$ cat config.mk
export PLATFORM = sky130hd
export DESIGN_NAME = sreg_target_flat
export DESIGN_NICKNAME = d
export VERILOG_FILES = /design/src/rtl/sreg_target_if.sv /design/src/rtl/sreg_target.sv /design/src/flat_wrapper.sv
export SDC_FILE = /design/constraint.sdc
export NUM_CORES = 1
export LEC_CHECK = 0
export BUFFER_PORTS_ARGS = -buffer_cell sky130_fd_sc_hd__buf_2
export CORE_MARGIN = 2
export CORE_UTILIZATION = 56
export DETAILED_ROUTE_END_ITERATION = 16
export GPL_ROUTABILITY_DRIVEN = 0
export GPL_TIMING_DRIVEN = 1
export HOLD_SLACK_MARGIN = 0.06
export PLACE_DENSITY = 0.78
export SYNTH_ARGS = -nofsm -noshare
export SYNTH_HDL_FRONTEND = slang
export SYNTH_SLANG_ARGS = --single-unit
export TNS_END_PERCENT = 50
$ cat constraint.sdc
create_clock -name clk -period 2.05 [get_ports clk]
set_clock_uncertainty 0.15 [all_clocks]
set_input_delay 0.1025 -clock clk [delete_from_list [all_inputs] [get_ports clk]]
set_output_delay 0.1025 -clock clk [all_outputs]
set_load 0.01 [all_outputs]
$ cat src/rtl/sreg_target_if.sv
// Serial configuration link between sreg_ctrl (master) and sreg_target (slave).
interface sreg_target_if;
  logic       shift;
  logic       sclk;
  logic       serial_in;
  logic       write_cfg;
  logic [1:0] sreg_out;

  modport master (output shift, output sclk, output serial_in, output write_cfg, input sreg_out);
  modport slave  (input shift, input sclk, input serial_in, input write_cfg, output sreg_out);
endinterface

$ cat src/rtl/sreg_target.sv
// IC-side responder for the configuration shift-register protocol.
// Optional write-length check enabled by defining SREG_TGT_LEN_CHECK_EN.
module sreg_target #(
  parameter int unsigned          CHAIN_LEN   = 42,
  parameter int unsigned          SYNC_STAGES = 2,
  parameter logic [CHAIN_LEN-1:0] CFG_RESET   = '0
) (
  input  logic                              clk,
  input  logic                              rst,
  sreg_target_if.slave                      sif,
  output logic [CHAIN_LEN-1:0]              cfg_out,
  output logic                              cfg_upd,
  output logic                              len_err,
  output logic                              busy,
  output logic [$clog2(CHAIN_LEN+1)-1:0]    bit_cnt
);
  localparam int unsigned HALF = CHAIN_LEN / 2;
  localparam int unsigned CW   = $clog2(CHAIN_LEN + 1);
  localparam int unsigned SW   = SYNC_STAGES * 4;

  localparam logic [1:0] ST_IDLE    = 2'd0;
  localparam logic [1:0] ST_CAPTURE = 2'd1;
  localparam logic [1:0] ST_SHIFT   = 2'd2;
  localparam logic [1:0] ST_COMMIT  = 2'd3;

  logic [SW-1:0]        sync_q, sync_d;
  logic [3:0]           in_s;
  logic [1:0]           prev_q, prev_d;
  logic                 shift_rise, shift_fall, sclk_rise;
  logic [1:0]           state_q, state_d;
  logic                 wr_mode_q, wr_mode_d;
  logic [CHAIN_LEN-1:0] chain_q, chain_d;
  logic [CHAIN_LEN-1:0] cfg_q, cfg_d;
  logic                 cfg_upd_q, cfg_upd_d;
  logic                 len_err_q, len_err_d;
  logic                 busy_q, busy_d;
  logic [CW-1:0]        bit_cnt_q, bit_cnt_d;

  // Synchronizer: 4 lanes per stage {write_cfg, serial_in, sclk, shift}, stage 0 in the low nibble.
  always_comb begin
    sync_d     = SW'({sync_q, sif.write_cfg, sif.serial_in, sif.sclk, sif.shift});
    in_s       = sync_q[SW-1 -: 4];
    prev_d     = in_s[1:0];
    shift_rise = in_s[0] & ~prev_q[0];
    shift_fall = ~in_s[0] & prev_q[0];
    sclk_rise  = in_s[1] & ~prev_q[1];
  end

  // Transaction FSM and datapath next-state.
  always_comb begin
    state_d   = state_q;
    wr_mode_d = wr_mode_q;
    chain_d   = chain_q;
    cfg_d     = cfg_q;
    cfg_upd_d = 1'b0;
    len_err_d = 1'b0;
    bit_cnt_d = bit_cnt_q;
    unique case (state_q)
      ST_IDLE: begin
        if (shift_rise) begin
          wr_mode_d = in_s[3];
          state_d   = ST_CAPTURE;
        end
      end
      ST_CAPTURE: begin
        chain_d   = cfg_q;
        bit_cnt_d = '0;
        state_d   = shift_fall ? ST_IDLE : ST_SHIFT;
      end
      ST_SHIFT: begin
        if (sclk_rise) begin
          chain_d = {chain_q[CHAIN_LEN-2:0], in_s[2]};
          if (bit_cnt_q != '1) bit_cnt_d = bit_cnt_q + CW'(1);
        end
        if (shift_fall) state_d = wr_mode_q ? ST_COMMIT : ST_IDLE;
      end
      ST_COMMIT: begin
`ifdef SREG_TGT_LEN_CHECK_EN
        if (bit_cnt_q == CW'(CHAIN_LEN)) begin
          cfg_d     = chain_q;
          cfg_upd_d = 1'b1;
        end else begin
          len_err_d = 1'b1;
        end
`else
        cfg_d     = chain_q;
        cfg_upd_d = 1'b1;
`endif
        if (shift_rise) begin
          wr_mode_d = in_s[3];
          state_d   = ST_CAPTURE;
        end else begin
          state_d   = ST_IDLE;
        end
      end
      default: state_d = ST_IDLE;
    endcase
    busy_d = (state_d != ST_IDLE);
  end

  always_ff @(posedge clk) begin
    if (rst) begin
      sync_q    <= '0;
      prev_q    <= '0;
      state_q   <= ST_IDLE;
      wr_mode_q <= 1'b0;
      chain_q   <= '0;
      cfg_q     <= CFG_RESET;
      cfg_upd_q <= 1'b0;
      len_err_q <= 1'b0;
      busy_q    <= 1'b0;
      bit_cnt_q <= '0;
    end else begin
      sync_q    <= sync_d;
      prev_q    <= prev_d;
      state_q   <= state_d;
      wr_mode_q <= wr_mode_d;
      chain_q   <= chain_d;
      cfg_q     <= cfg_d;
      cfg_upd_q <= cfg_upd_d;
      len_err_q <= len_err_d;
      busy_q    <= busy_d;
      bit_cnt_q <= bit_cnt_d;
    end
  end

  assign sif.sreg_out = {chain_q[HALF-1], chain_q[CHAIN_LEN-1]};
  assign cfg_out      = cfg_q;
  assign cfg_upd      = cfg_upd_q;
  assign len_err      = len_err_q;
  assign busy         = busy_q;
  assign bit_cnt      = bit_cnt_q;
endmodule

$ cat src/flat_wrapper.sv
// flat-port wrapper written by rule: the top's interface ports become plain ports
module sreg_target_flat 
#(
  parameter int unsigned          CHAIN_LEN   = 42,
  parameter int unsigned          SYNC_STAGES = 2,
  parameter logic [CHAIN_LEN-1:0] CFG_RESET   = '0
)
  (clk, rst, cfg_out, cfg_upd, len_err, busy, bit_cnt, sif_shift, sif_sclk, sif_serial_in, sif_write_cfg, sif_sreg_out);
  sreg_target_if sif_i ();
  input  logic clk;
  input  logic rst;
  output logic [CHAIN_LEN-1:0] cfg_out;
  output logic cfg_upd;
  output logic len_err;
  output logic busy;
  output logic [$clog2(CHAIN_LEN+1)-1:0] bit_cnt;
  input wire logic [$bits(sif_i.shift)-1:0] sif_shift;
  input wire logic [$bits(sif_i.sclk)-1:0] sif_sclk;
  input wire logic [$bits(sif_i.serial_in)-1:0] sif_serial_in;
  input wire logic [$bits(sif_i.write_cfg)-1:0] sif_write_cfg;
  output wire logic [$bits(sif_i.sreg_out)-1:0] sif_sreg_out;
  assign sif_i.shift = sif_shift;
  assign sif_i.sclk = sif_sclk;
  assign sif_i.serial_in = sif_serial_in;
  assign sif_i.write_cfg = sif_write_cfg;
  assign sif_sreg_out = sif_i.sreg_out;
  sreg_target #(.CHAIN_LEN(CHAIN_LEN), .SYNC_STAGES(SYNC_STAGES), .CFG_RESET(CFG_RESET)) u_core (.clk(clk), .rst(rst), .sif(sif_i), .cfg_out(cfg_out), .cfg_upd(cfg_upd), .len_err(len_err), .busy(busy), .bit_cnt(bit_cnt));
endmodule
### Word level (Yosys, flattened, before mapping)

Index checks and enable logic that the tools add are counted.

* add/subtract/negate cells: 1
* $mul: 0
* divide/modulo/power cells: 0
* $lt $le $gt $ge: 0
* equal/unequal tests: 6
* shift operators: 0
* muxes and demuxes: 12
* bitwise logic cells: 6
* reduce and logical (&&, ||, !) cells: 7

Operator list (count)
* 42-bit case mux with 2 select lines: 1
* 42-bit 2-to-1 mux: 1
* 6-bit 2-to-1 mux: 2
* 6-bit case mux with 2 select lines: 1
* 2-bit 2-to-1 mux: 4
* 2-bit case mux with 4 select lines: 1
* 6-bit by 1-bit adder with 6-bit output (second input constant): 1
* 6-bit != test (second input constant): 1
* 2-bit equality test (second input constant): 2
* 2-bit by 1-bit != test with 1-bit output (second input constant): 2
* 2-bit AND reduction: 2
* 2-bit nonzero test: 2
* 1-bit bitwise AND: 3
* 1-bit NOT: 3
* 3-bit AND reduction: 1
* 2-bit by 1-bit equality test with 1-bit output (second input constant): 1
* 2-bit logical NOT: 1
* 1-bit 2-to-1 mux: 2
* 2-bit OR reduction: 1

* bits in registers: 105
* bits in latches: 0
* RAM bits: 0
* ROM bits: 0
* bits of input ports: 6
* output and inout bits: 53
* logic and storage cells: 41
* memories kept: 0

### Logic depth before layout (Yosys ltp)

Gate-level depths: netlist of the first run.

* word-level depth: 5
* depth in mapped cells: 7
* gate-level depth less buffers: 6

### Least setup slack after synthesis of the first run

OpenSTA, ideal clock, no wires.

* kind: reg2reg
* from: register u_core.state_q[0]
* to: register u_core.bit_cnt_q[4] (netlist: u_core.bit_cnt[4])
* library setup time: 0.070 ns
* data arrival time: 1.561 ns
* data required time: 1.830 ns
* slack: 0.269 ns
* cell stages (with the launch flop): 8
* path buffers: 1
* period minus slack after synthesis: 1.781 ns
* cells stage by stage: dfxtp_1 > inv_1 > ha_1 > buf_6 > nand4_2 > nor2_2 > or4_1 > a21oi_1

* cells in the longest elaborated chain, start to end: 3
* elaborated cells on any way between the ends: 7
* classes of those cells: eq/ne (4); mux (1); reduce/logical (2)

Ends and longest elaborated chain
* start, declared: RTL line sreg_target.sv:30 `logic [1:0] state_q, state_d;`
* start signal, assigned: RTL line sreg_target.sv:116 `state_q <= state_d;`
* 2-bit equality test or 2-bit by 1-bit equality test with 1-bit output (tied branches): RTL line sreg_target.sv:58 `unique case (state_q)`
* 2-bit by 1-bit != test with 1-bit output (no line) or 2-bit nonzero test (tied branches)
* 3-bit AND reduction (no line)
* end signal, assigned: RTL line sreg_target.sv:123 `bit_cnt_q <= bit_cnt_d;`
* end, declared: RTL line sreg_target.sv:37 `logic [CW-1:0] bit_cnt_q, bit_cnt_d;`

Parallel ways exist; a longest one is shown, timed or not.
A chain may end at the register's enable or synchronous reset.

### Final worst setup path of the first run

* from: register u_core.state_q[0]
* to: register u_core.chain_q[4]

* cells in the longest elaborated chain, start to end: 3
* elaborated cells on any way between the ends: 6
* classes of those cells: eq/ne (3); mux (1); reduce/logical (2)

Ends and longest elaborated chain
* 2-bit equality test or 2-bit by 1-bit equality test with 1-bit output (tied branches): RTL line sreg_target.sv:58
* 2-bit by 1-bit != test with 1-bit output (no line) or 2-bit nonzero test (tied branches)
* 2-bit AND reduction (no line)
* end signal, assigned: RTL line sreg_target.sv:118 `chain_q <= chain_d;`
* end, declared: RTL line sreg_target.sv:32 `logic [CHAIN_LEN-1:0] chain_q, chain_d;`

Parallel ways exist; a longest one is shown, timed or not.

==> results of run 1 <==
==> worst reg2reg max path, cell delays in order (launching register included) <==
cell	delay [ps]
dfxtp_1	350
inv_1	120
ha_2	290
mux2_2	400
buf_12	210
a211oi_1	250
==> routing by layer <==
layer,GRT usage [%],routed length [µm]
met1,24.5,3750
met2,32.5,3600
met3,6.26,344
met4,6.67,108
met5,0,0
==> synthesized netlist by cell type (2+ instances only) <==
| cell | instances |
|---|---|
| dfxtp_1 | 105 |
| nor2_1 | 86 |
| mux2i_1 | 84 |
| a211oi_1 | 42 |
| clkbuf_1 | 14 |
| buf_2 | 13 |
| nor2b_1 | 11 |
| a21oi_1 | 5 |
| buf_4 | 5 |
| ha_1 | 5 |
| inv_1 | 5 |
| nand2_1 | 4 |
| o21ai_0 | 3 |
| a21o_1 | 2 |
| a221oi_1 | 2 |
| mux2_1 | 2 |
| nand2b_1 | 2 |
| nor3_1 | 2 |
| o21ai_1 | 2 |
| o311ai_1 | 2 |
| o41ai_1 | 2 |
| or3_1 | 2 |
==> cells by family (layout without fill, tap and decap cells) <==
| family | count (synthesis) | after routing | synth area share (%) |
|---|---|---|---|
| other | 1 | 1 | 0.0895 |
| AND/OR/NAND/NOR | 114 | 114 | 11.9 |
| multiplexers | 87 | 87 | 20.9 |
| flip-flops | 105 | 105 | 50.1 |
| buffers and inverters | 38 | 96 | 4.42 |
| adder cells (fa/ha/maj) | 5 | 5 | 1.49 |
| AO/OA/AOI/OAI | 64 | 64 | 11.1 |
==> cells in the final DEF (no fill, tap or decap), drive strengths merged, types with 2 or more instances in the layout <==
cell	synthesis	routed
ha	5	5
o21ai	5	5
buf	19	66
a221oi	2	2
nor3	2	2
dfxtp	105	105
clkbuf	14	10
bufinv	0	2
a21oi	5	5
nand2	4	4
o41ai	2	2
nand2b	2	2
o311ai	2	2
a211oi	42	42
a21o	2	2
mux2	3	3
dlygate4sd3	0	9
nor2b	12	12
nor2	87	87
inv	5	8
mux2i	84	84
or3	2	2
==> flip-flops by register name (all words and copies together), names as in the netlist <==
signal / flops
u_core.chain_q: 42
u_core.cfg_out: 42
u_core.sync_q: 8
u_core.bit_cnt: 6
u_core.wr_mode_q: 1
u_core.cfg_upd: 1
u_core.prev_q: 2
u_core.state_q: 2
u_core.busy: 1
==> through the flow <==
| stage | util [%] | hold slack, ps | cell area [µm²] | power [mW] |
|---|---|---|---|---|
| floorplan | - | 80.7 | 4190 | 3.93 |
| global placement | 62.5 | 161 | 4530 | 4.18 |
| detailed placement | 62.5 | 169 | 4530 | 4.27 |
| CTS | 67.0 | 297 | 4860 | 5.72 |
| global route | 67.0 | 316 | 4860 | 6.04 |
| finish | 67.0 | 294 | 4860 | 5.68 |
==> timing repair <==
action | 4_1_cts | 5_1_grt
hold buffers | 9 | 0
endpoints found under the setup margin | 0 | 1
hold endpoints to repair | 30 | 0
gates resized for setup | 0 | 1
==> worst min-delay path by stage <==
stage	slack (ps)	cells past startpoint	endpoint
2_1_floorplan	80	1	u_core.sync_q[0]$_SDFF_PP0_
3_3_place_gp	160	2	u_core.sync_q[1]$_SDFF_PP0_
3_5_place_dp	170	2	u_core.sync_q[1]$_SDFF_PP0_
4_1_cts	300	2	u_core.wr_mode_q$_SDFFE_PP0P_
5_1_grt	320	1	u_core.sync_q[4]$_SDFF_PP0_
6_report	290	2	u_core.wr_mode_q$_SDFFE_PP0P_
==> area by class of cell <==
class / count / area [µm²] / area share [%]
Timing Repair Buffer: 75 / 470 / 9.68
Clock buffer: 10 / 138 / 2.83
Tap cell: 99 / 124 / 2.55
Multi-Input combinational cell: 271 / 1910 / 39.3
Sequential cell: 105 / 2100 / 43.2
Inverter: 5 / 18.8 / 0.386
Clock inverter: 6 / 96.3 / 1.98
==> power breakdown <==
part	leakage (nW)	internal [mW]	total, mW	switching (mW)
clock	0.115	0.738	1.45	0.707
sequential	0.854	2.38	2.65	0.263
combinational	0.858	0.687	1.59	0.899
==> results.toml, run 1 <==
[run]
drv_cap = 0

[setup_path]
cp.required_ps = 2170
r2r_cells = 5
path_depth = 5
path_class = "flip-flop to flip-flop"
rrSetupSlack_ps = 180
startpoint = "u_core.state_q[0]$_SDFF_PP0_"
timing.rr.end = "u_core.chain_q[4]$_SDFFE_PP0P_"
cp.arrival_ps = 1990
rr_startpoint = "u_core.state_q[0]$_SDFF_PP0_"
endpoint_kind = "flip-flop"
slowest_stage = "mux2_2"
cp-endpoint = "u_core.chain_q[4]$_SDFFE_PP0P_"
cp_cell_sequence = "inv_1 -> ha_2 -> mux2_2 -> buf_12 -> a211oi_1"
critPathMaxFanout = 70
critPathBufInv = 2
start_kind = "flip-flop"
critPathMaxStageDelay_ps = 400
crit_family = "multiplexers"

[drt]
via_count = 3027
route.detailed.wl_per_inst_um = 13.7
firstDrtPassIters = 6
first_iter_violations = 88
drt-total-wl_um = 7800
via_per_inst = 5.30
post-route-drc-count = 0
ant_nets = 0

[timing]
layout_setup_ws_ps = 183
final.period_utilization_pct = 91.1
setup_tns_ps = 0
period_needed_ps = 1870
rsz0062_at_grt = "false"
maxSlewViolCount = 0
hold_violations = 0
setup_viol = 0
fmax_mhz = 536

[synthesis]
synth_cell_type_count = 36
async_flop_share_pct = 0
ys_top_cells_by_area = "dfxtp_1 50%, mux2i_1 20%, nor2_1 7.7%"
synth_top_area_cell = "dfxtp_1"
ys_warn_count = 0
synth-seq-cells = 105
syn_inst = 414
synth.yosys.seq_area_share_pct = 50.1
yosys_most_used_dff = "dfxtp_1"
avgSynthCellArea_um2 = 10.1
syn_nets = 425
synth_top_area_share_pct = 50.1
synth_edf_count = 0
netlist_area_mm2 = 0.00419

[hold_path]
hold_start = "u_core.sync_q[7]$_SDFF_PP0_"
hold_path.class = "flip-flop to flip-flop"

[global_route]
grt_pass1_vias = 2840
grt_overflow = 0
grtUsageTotal_pct = 19.7
grt_first_pass_wirelength_um = 13200
grt_antenna_before_repair = 0
grt_start_max_net_pins = 71

[die]
ioPinCount = 59
start_util_pct = 57.8
die_h_um = 90.5
core_area_mm2 = 0.00725
fp-row-count = 31
dieWidth_um = 90.5
die-area_mm2 = 0.00819

[power_and_ir_drop]
vdd_drop_max_v = 0.000494
p_leak_nw = 1.83
powerDensity_mw_per_mm2 = 1170

[placement]
placed_cells = 546
dp_hpwl_um = 5060
post-place-ws_ps = 146
io_buffer_count = 57

[clock_tree]
cts_root_buf = "clkbuf_8"
cts_buffers = 9
cts_sinks = 105
cts_buffer_depth = 2
cts_max_level = 3
clk_latency_ps = 370
cts_tree = "yes"
path_clk_slew_ps = 100
post_cts_buffers = 0

[finish]
fill_cells = 571
layout-drive-gt1-share_pct = 18.9
final_cells = 571
syn2layout_area_growth_pct = 16.0
antenna_cells = 0
nNetsFinal = 478

[outcome]
run_status = "complete, no violations"
Note: power is estimated with default switching activity, not from simulation.
==> run 2, diff against run 1 <==
CORE_UTILIZATION = 50   (was 56)
PLACE_DENSITY = 0.71   (was 0.78)
REMOVE_ABC_BUFFERS = 1   (was unset)
==> results.toml, run 2 (synthesis results as in run 1) <==
[timing]
hold_violations = 0
rsz0062_at_grt = "false"
layout_setup_ws_ps = 164
setup_viol = 0
final.period_utilization_pct = 92.0
maxSlewViolCount = 0
fmax_mhz = 530
period_needed_ps = 1890

[setup_path]
cp.required_ps = 2170
r2r_cells = 5
rrSetupSlack_ps = 160
start_kind = "flip-flop"
slowest_stage = "mux2_2"
rr_startpoint = "u_core.state_q[0]$_SDFF_PP0_"
startpoint = "u_core.state_q[0]$_SDFF_PP0_"
critPathMaxStageDelay_ps = 370
timing.rr.end = "u_core.chain_q[35]$_SDFFE_PP0P_"
endpoint_kind = "flip-flop"
critPathMaxFanout = 56
cp_cell_sequence = "inv_1 -> ha_2 -> mux2_2 -> clkbuf_8 -> a211oi_1"
path_class = "flip-flop to flip-flop"
cp-endpoint = "u_core.chain_q[35]$_SDFFE_PP0P_"
cp.arrival_ps = 2000

[outcome]
run_status = "complete, no violations"

[die]
fp-row-count = 33
die-area_mm2 = 0.00913
dieWidth_um = 95.6
core_area_mm2 = 0.00818
die_h_um = 95.6
ioPinCount = 59
start_util_pct = 51.3

[finish]
postLayoutCellArea_mm2 = 0.00483
final_cells = 573
syn2layout_area_growth_pct = 15.3
antenna_cells = 0
mostFrequentLayoutCells = "105 x dfxtp_1, 86 x nor2_1, 84 x mux2i_1, 56 x buf_2, 42 x a211oi_1"
layout-drive-gt1-share_pct = 18.8
nNetsFinal = 474
final_common_cell = "dfxtp_1"

[power_and_ir_drop]
vdd_drop_max_v = 0.000475
powerDensity_mw_per_mm2 = 1160
p_leak_nw = 1.81
total_power_mw = 5.62

[global_route]
grt_antenna_before_repair = 0
grt_first_pass_wirelength_um = 12700
grt_pass1_vias = 2748
grt_overflow = 0
grtUsageTotal_pct = 17.8
grt_start_max_net_pins = 57

[drt]
first_iter_violations = 80
ant_nets = 0
post-route-drc-count = 0
via_count = 3019
route.detailed.wl_per_inst_um = 13.3
drt-total-wl_um = 7650
via_per_inst = 5.27
firstDrtPassIters = 6

[clock_tree]
clk_latency_ps = 350
path_clk_slew_ps = 90
cts_sinks = 105
cts_buffers = 9
cts_tree = "yes"
cts_max_level = 3
cts_buffer_depth = 2
cts_root_buf = "clkbuf_8"

[run]
drv_cap = 0

[hold_path]
hold_path.class = "flip-flop to flip-flop"

[placement]
post-place-ws_ps = 42.1
dp_hpwl_um = 4910
io_buffer_count = 57
placed_cells = 551
placed_area_mm2 = 0.00453
[run 2: cell count changes in the layout (fill, tap and decap cells not counted), sizes merged]
cell	previous run	this run
dlygate4sd3	9	6
inv	8	5
buf	66	64
clkbuf	10	12
clkinv	0	2
[run 2: report_power, final]
part	switching [mW]	total [mW]	internal, mW
logic	0.893	1.56	0.671
registers	0.255	2.64	2.38
clock network	0.670	1.42	0.751
total	1.82	5.62	3.81
[run 2: area by class of cell]
| type | instances | area [µm²] |
|---|---|---|
| inverter | 5 | 18.8 |
| multi-input combinational | 271 | 1910 |
| clock buffer | 11 | 151 |
| tap | 105 | 131 |
| clock inverter | 5 | 77.6 |
| timing repair buffer | 71 | 439 |
| fill | 739 | 3340 |
| sequential | 105 | 2100 |
[run 2: worst min path at each step]
stage / startpoint / end / slack, ps / cells after the start
2_1_floorplan: rst / u_core.wr_mode_q$_SDFFE_PP0P_ / 20 / 1
3_3_place_gp: sif_write_cfg / u_core.sync_q[3]$_SDFF_PP0_ / 160 / 2
3_5_place_dp: sif_sclk / u_core.sync_q[1]$_SDFF_PP0_ / 170 / 2
4_1_cts: u_core.sync_q[7]$_SDFF_PP0_ / u_core.wr_mode_q$_SDFFE_PP0P_ / 290 / 2
5_1_grt: u_core.sync_q[1]$_SDFF_PP0_ / u_core.sync_q[5]$_SDFF_PP0_ / 310 / 1
6_report: u_core.sync_q[7]$_SDFF_PP0_ / u_core.wr_mode_q$_SDFFE_PP0P_ / 290 / 2
[run 2: timing repair]
action,4_1_cts,5_1_grt
endpoints found under the setup margin,0,29
hold buffers,6,0
gates resized for setup,0,3
endpoints found under the hold margin,24,0
buffers inserted,0,0
[run 2: per-layer routing]
layer	part of all wire, %	GRT usage, %	wire length (µm)	vias to the layer above
met3	4.8	4.82	367	7
met4	1.1	6.79	81	0
met2	45	27.6	3470	50
li1	-	-	-	1553
met1	49	23.7	3730	1409
met5	0	0	0	-
[run 2: critical path: cells and delay by family (launching register included)]
| kind | cells | cell delay (ps) |
|---|---|---|
| compound gates | 1 | 260 |
| fa+ha+maj | 1 | 270 |
| buf+inv | 2 | 370 |
| flops | 1 | 350 |
| mux | 1 | 370 |
[run 2: metrics by stage]
stage	setup TNS (ps)	utilization (%)	hold slack, ps
after floorplan	-93630	-	21.6
after CTS	0	59.0	293
after detailed placement	0	55.5	169
after global routing	0	59.1	314
after global placement	0	55.5	159
final	0	59.1	290
